**src/rtl/wfg_ctrl_fsm.sv**
```systemverilog
// Waveform-generator main controller: sequences LUT loading from a valid/ready
// sample stream, then drives per-channel fixed or linear-sweep frequency steps.
module wfg_ctrl_fsm #(
    parameter int unsigned N_CH    = 2,
    parameter int unsigned DATA_W  = 8,
    parameter int unsigned ADDR_W  = 8,
    parameter int unsigned FREQ_W  = 14,
    parameter int unsigned DWELL_W = 16
) (
    input  logic                     clk,
    input  logic                     reset,
    input  logic                     en_i,
    input  logic                     load_req_i,
    input  logic                     run_req_i,
    input  logic                     stop_req_i,
    input  logic [N_CH-1:0]          mode_i,
    input  logic [N_CH*FREQ_W-1:0]   freq_start_i,
    input  logic [N_CH*FREQ_W-1:0]   freq_stop_i,
    input  logic [FREQ_W-1:0]        sweep_step_i,
    input  logic [DWELL_W-1:0]       dwell_i,
    input  logic                     s_valid_i,
    input  logic [DATA_W-1:0]        s_data_i,
    output logic                     s_ready_o,
    output logic                     nco_we_o,
    output logic [ADDR_W-1:0]        nco_addr_o,
    output logic [DATA_W-1:0]        nco_data_o,
    output logic                     nco_clr_o,
    output logic [N_CH*FREQ_W-1:0]   nco_freq_step_o,
    output logic                     busy_o,
    output logic                     load_done_o,
    output logic [2:0]               state_o
);

    typedef enum logic [2:0] {
        S_IDLE = 3'd0,
        S_LOAD = 3'd1,
        S_WAIT = 3'd2,
        S_RUN  = 3'd3,
        S_DUMP = 3'd4
    } state_t;

    state_t                   state_q;
    logic [ADDR_W-1:0]        addr_q;
    logic [DWELL_W-1:0]       dwell_q;
    logic [N_CH*FREQ_W-1:0]   freq_q;
    logic [N_CH*FREQ_W-1:0]   freq_upd;
    logic                     s_ready_q;
    logic                     we_q;
    logic [ADDR_W-1:0]        nco_addr_q;
    logic [DATA_W-1:0]        nco_data_q;
    logic                     clr_q;
    logic                     done_q;
    logic                     hs;
    logic                     last_beat;
    logic                     stop_any;

    assign hs        = s_valid_i & s_ready_q;
    assign last_beat = (addr_q == {ADDR_W{1'b1}});
    assign stop_any  = stop_req_i | ~en_i;

    // Per-channel value after a dwell terminal count; sum carries one extra bit so
    // an overflowing step restarts the sawtooth instead of wrapping.
    for (genvar k = 0; k < N_CH; k++) begin : g_ch
        logic [FREQ_W-1:0] f_cur;
        logic [FREQ_W-1:0] f_start;
        logic [FREQ_W-1:0] f_stop;
        logic [FREQ_W:0]   f_sum;

        assign f_cur   = freq_q[k*FREQ_W +: FREQ_W];
        assign f_start = freq_start_i[k*FREQ_W +: FREQ_W];
        assign f_stop  = freq_stop_i[k*FREQ_W +: FREQ_W];
        assign f_sum   = {1'b0, f_cur} + {1'b0, sweep_step_i};
        assign freq_upd[k*FREQ_W +: FREQ_W] =
            (!mode_i[k] || (f_sum > {1'b0, f_stop})) ? f_start : f_sum[FREQ_W-1:0];
    end

    // Controller state machine with registered outputs.
    always_ff @(posedge clk) begin
        if (reset) begin
            state_q    <= S_IDLE;
            addr_q     <= '0;
            dwell_q    <= '0;
            freq_q     <= '0;
            s_ready_q  <= 1'b0;
            we_q       <= 1'b0;
            nco_addr_q <= '0;
            nco_data_q <= '0;
            clr_q      <= 1'b0;
            done_q     <= 1'b0;
        end else begin
            we_q   <= 1'b0;
            clr_q  <= 1'b0;
            done_q <= 1'b0;

            // An accepted beat is always written, even on the way to DUMP.
            if (hs) begin
                we_q       <= 1'b1;
                nco_addr_q <= addr_q;
                nco_data_q <= s_data_i;
                addr_q     <= addr_q + ADDR_W'(1);
            end

            case (state_q)
                S_IDLE: begin
                    if (en_i && load_req_i) begin
                        state_q   <= S_LOAD;
                        addr_q    <= '0;
                        s_ready_q <= 1'b1;
                    end else if (en_i && run_req_i) begin
                        state_q <= S_WAIT;
                        clr_q   <= 1'b1;
                    end
                end
                S_LOAD: begin
                    if (stop_any) begin
                        state_q   <= S_DUMP;
                        s_ready_q <= 1'b0;
                        clr_q     <= 1'b1;
                    end else if (hs && last_beat) begin
                        state_q   <= S_IDLE;
                        s_ready_q <= 1'b0;
                        done_q    <= 1'b1;
                    end
                end
                S_WAIT: begin
                    if (stop_req_i) begin
                        state_q <= S_DUMP;
                        clr_q   <= 1'b1;
                    end else begin
                        state_q <= S_RUN;
                        freq_q  <= freq_start_i;
                        dwell_q <= '0;
                    end
                end
                S_RUN: begin
                    if (stop_any) begin
                        state_q <= S_DUMP;
                        clr_q   <= 1'b1;
                        freq_q  <= '0;
                    end else if (dwell_q >= dwell_i) begin
                        dwell_q <= '0;
                        freq_q  <= freq_upd;
                    end else begin
                        dwell_q <= dwell_q + DWELL_W'(1);
                    end
                end
                S_DUMP: begin
                    state_q   <= S_IDLE;
                    freq_q    <= '0;
                    dwell_q   <= '0;
                    s_ready_q <= 1'b0;
                end
                default: begin
                    state_q   <= S_IDLE;
                    freq_q    <= '0;
                    s_ready_q <= 1'b0;
                end
            endcase
        end
    end

    assign s_ready_o       = s_ready_q;
    assign nco_we_o        = we_q;
    assign nco_addr_o      = nco_addr_q;
    assign nco_data_o      = nco_data_q;
    assign nco_clr_o       = clr_q;
    assign nco_freq_step_o = freq_q;
    assign load_done_o     = done_q;
    assign busy_o          = (state_q != S_IDLE);
    assign state_o         = state_q;

endmodule

```
**config.mk**
```make
export PLATFORM = sky130hd
export DESIGN_NAME = wfg_ctrl_fsm
export DESIGN_NICKNAME = d
export VERILOG_FILES = /design/src/rtl/wfg_ctrl_fsm.sv
export SDC_FILE = /design/constraint.sdc
export NUM_CORES = 1
export LEC_CHECK = 0
export CAP_MARGIN = 0
export CORE_MARGIN = 5
export CORE_UTILIZATION = 50
export CTS_CLUSTER_SIZE = 12
export DETAILED_ROUTE_END_ITERATION = 10
export HOLD_SLACK_MARGIN = 0.06
export PLACE_DENSITY = 0.83
export SYNTH_ARGS = -nofsm -noshare
export SYNTH_HDL_FRONTEND = slang
export SYNTH_SLANG_ARGS = --single-unit
```
**constraint.sdc**
```tcl
create_clock -name clk -period 8 [get_ports clk]
set_input_delay 1.2 -clock clk [delete_from_list [all_inputs] [get_ports clk]]
set_output_delay 1.2 -clock clk [all_outputs]
set_load 0.05 [all_outputs]
```
==> impl_metrics.json <==
{
  "track_usage_pct": 24.8,
  "area_inside_the_core_boundary_um2": 11400,
  "grt_max_degree": 43,
  "r2r_setup_slack_ns": 2.88,
  "highest_fanout_seen_on_the_critical_path": 9,
  "cts.repair_timing.setup_buffer_count": 0,
  "average_vias_per_placed_instance": 5.83,
  "clock_tree_buf_depth": 2,
  "die_area_um2": 13800,
  "detail_route.wl_per_cell_um": 17.3,
  "worst_path_max_delay_cell": "or4_1",
  "die_height_um": 117,
  "use_met2_pct": 42.9,
  "setup.worst_path.end_class": "flip-flop",
  "worstHoldStart": "nco_data_o[7]",
  "dominant_combinational_cell_family_by_area_after_synthesis": "compound AO/OA/AOI/OAI gates",
  "yosys_warnings": 0,
  "compound_cell_area_share_of_the_yosys_netlist_pct": 25.1,
  "xor_and_xnor_area_share_after_synthesis_pct": 3.96,
  "floorplan.initialDensity_pct": 50.6,
  "comb_power_share_pct": 34.0,
  "maximum_vdd_drop_mv": 0.105,
  "io-pin-count": 155,
  "worst_path_buf_inv": 1,
  "clk_latency_ns": 0.35,
  "route.vias.total": 5927,
  "setup.worst_path.start_class": "primary input",
  "worst_hold_path.num_cells": 2,
  "worst_path_dominant_cell_family": "compound AO/OA/AOI/OAI gates",
  "number_of_synthesized_flops_with_an_enable_pin": 0,
  "diodes": 0,
  "core.rowCount": 39,
  "hpwl_mm": 13.9,
  "grtUsageMet3_pct": 5.25,
  "share_of_synthesized_area_spent_on_multiplexers_pct": 0,
  "tritoncts.num_buffers": 9,
  "post-route-min-period_ns": 6.10,
  "worst_ep_required_time_ns": 8.23,
  "timing.clock.skew_ns": 0.00638,
  "gr-total-overflow": 0,
  "synth-adder-area-share_pct": 16.8,
  "synth_seq_area_share_pct": 26.1,
  "max-cap-violations": 0,
  "drt_wl_total_mm": 17.6,
  "p_leak_nw": 3.41,
  "switchingPower_uw": 461,
  "synthDistinctLibCells": 58,
  "internal-power_uw": 828,
  "timing.final.crit_share_pct": 76.3,
  "post_synth_instance_area_um2": 5760,
  "power_per_unit_of_standard_cell_area_nw_per_um2": 166,
  "share_clk_of_total_power_pct": 33.9,
  "timing.critical_path.from": "sweep_step_i[0]",
  "synth_async_sr_flop_share_pct": 0,
  "most_used_flip_flop_cell_after_synthesis": "dfxtp_1",
  "cp_data_arrival_time_ns": 6.33,
  "syn_inst": 721,
  "critical_path.reg2reg.endpoint": "nco_freq_step_o[2]",
  "flop_and_latch_count_out_of_synthesis": 75,
  "cts.sink_count": 75,
  "detail_route.drc_violations": 0,
  "tightest_slew_ns": 0.826,
  "drtIter0Drc": 362,
  "flow.area_growth_from_synthesis_pct": 34.5,
  "path_cells": "clkdlybuf4s50_1 > ha_1 > fa_1 > a211oi_1 > o21ai_0 > a31oi_1 > nor4_1 > or4_1 > and2_1 > ha_1 > a21o_1 > a211o_1 > a221o_1 > o21a_1 > o31ai_2 > a21oi_1 > a221o_1",
  "port-buffer-count": 154,
  "final_antenna_net_count": 0,
  "timing.final.max_slew_violations": 0,
  "post_cts_resized": 0,
  "rsz_0062_raised_after_global_routing": "false",
  "htree_levels": 3,
  "busiest_layer": "met2",
  "antenna_found_initial": 0,
  "worstRegToRegCells": 16,
  "drive_gt1_share_pct": 5.26,
  "gr-usage-met1_pct": 30.1,
  "worstHoldPathType": "reg2reg",
  "worstHoldEndpoint": "nco_data_o[7]",
  "post_synth.cell_area_avg_um2": 7.98,
  "result_of_the_run": "finished clean",
  "fmax_mhz": 164,
  "syn_nets": 900,
  "detail_route.first_pass.iterations": 5,
  "clkTransAtPathRegs_ns": 0.07,
  "worst_path_largest_cell_delay_ns": 0.52,
  "cts_stage_hold_buffer_count": 0,
  "timing.rr.start": "nco_freq_step_o[0]",
  "tritoncts_clock_tree": "yes",
  "finalWeightedCongestion": 0.901,
  "fin_nets": 1048,
  "setup_violations": 0,
  "timing.hold.ws_ns": 0.460,
  "worst-setup-path-type": "in2reg",
  "clock-root-buffer": "clkbuf_16",
  "power.share.sequential_pct": 32.0,
  "synth-simple-area-share_pct": 22.3,
  "net_switching_fraction_of_the_power_pct": 35.7,
  "hold_viol": 0,
  "maxSlewHeadroom_pct": 44.7,
  "wire_length_of_the_first_global_routing_pass_mm": 28.7,
  "setup_total_negative_slack_ns": 0,
  "first_global_vias": 5815,
  "die_w_um": 117
}
[registers in the layout (all words and copies together) (netlist names)]
register	count
addr_q	8
dwell_q	16
load_done_o	1
nco_addr_o	8
nco_clr_o	1
nco_data_o	8
nco_freq_step_o	28
nco_we_o	1
s_ready_o	1
state_o	3
[synth_stat cells (9+ instances only)]
library cell  count  area (um^2)
nand2_1          76          285
dfxtp_1          75         1500
a211oi_1         11         82.6
a21oi_1          55          275
a311oi_1         11         96.3
clkbuf_1         15         56.3
a21o_1           25          188
o21ai_0          25          125
and2_1           16          100
ha_1             74          926
nand4_1           9         56.3
a211o_1          10         87.6
a22o_1           11         96.3
nand3_1          22          110
nor2_1           54          203
inv_1            63          236
xnor2_1          19          166
or2_2            11         68.8
nor3_1           19         95.1
a221o_1           9         90.1
[per-layer routing]
metal	wire, um	part of all wire, %
met5	0	0
met4	524	3.0
met3	1150	6.5
met2	8450	48
met1	7500	43
[power by group through the flow]
| stage | Combinational, mW | Sequential, mW | Clock, mW |
|---|---|---|---|
| floorplan | 0.227 | 0.468 | 0 |
| global placement | 0.422 | 0.421 | 0 |
| detailed placement | 0.432 | 0.421 | 0 |
| CTS | 0.437 | 0.412 | 0.440 |
| global route | 0.477 | 0.415 | 0.457 |
| finish | 0.439 | 0.413 | 0.437 |
[tightest hold or removal path: stages (launching register included)]
cell     delay (ns)
dfxtp_1        0.31
nand2_1        0.05
a21oi_1        0.05
[cells by family (layout without fill, tap and decap cells)]
| group | count (synthesis) | after routing |
|---|---|---|
| simple gates | 255 | 255 |
| compound gates | 204 | 204 |
| flops | 75 | 75 |
| xor+xnor | 26 | 26 |
| buf+inv | 85 | 238 |
| fa+ha+maj | 76 | 76 |
[final cells by class]
class	count	area, um^2
clock inverter	7	95.1
timing repair buffer	159	1580
inverter	63	236
clock buffer	9	225
tap	143	179
multi-input combinational	561	3930
sequential	75	1500
fill	959	3630
[metrics by stage]
stage	utilization, %	std cells	instance area [um^2]	setup WS, ns	power, mW
6_report	68.1	1017	7740	1.90	1.29
5_1_grt	68.1	1017	7740	1.71	1.35
4_1_cts	68.1	1017	7740	2.00	1.29
3_5_place_dp	65.3	1001	7420	1.69	0.853
3_3_place_gp	65.3	1001	7420	1.77	0.843
2_1_floorplan	-	721	5760	2.59	0.695
[cells in the final DEF (no fill, tap or decap), drive strengths merged, types with 3 or more instances in the layout]
cell type	Yosys	routed
or2	11	11
o2111ai	4	4
dfxtp	75	75
nand4	9	9
a221o	9	9
and2	16	16
o21a	8	8
o21ai	25	25
a21oi	55	55
or3	4	4
and4	3	3
o211ai	4	4
and3	8	8
a311oi	11	11
a211oi	11	11
nand2b	3	3
xnor2	19	19
nor3b	7	7
a211o	10	10
nand2	76	76
clkinv	0	3
nor4	8	8
a21o	25	25
nor2b	8	8
nand3	22	22
nor2	55	55
o31ai	7	7
xor2	7	7
a31oi	5	5
a22oi	3	3
buf	7	5
nor3	19	19
ha	74	74
nand3b	4	4
inv	63	66
a22o	11	11
clkbuf	15	9
clkdlybuf4s50	0	154
[how the worst max path moves through the flow]
| stage | slack, ns | to | cells past startpoint |
|---|---|---|---|
| finish | 1.90 | nco_freq_step_o[2] | 17 |
| global placement | 1.77 | nco_freq_step_o[1] | 17 |
| floorplan | 2.59 | nco_freq_step_o[0] | 16 |
| CTS | 2.00 | nco_freq_step_o[2] | 17 |
| global route | 1.71 | nco_freq_step_o[2] | 17 |
| detailed placement | 1.69 | nco_freq_step_o[2] | 17 |
Note: power is estimated with default switching activity, not from simulation.
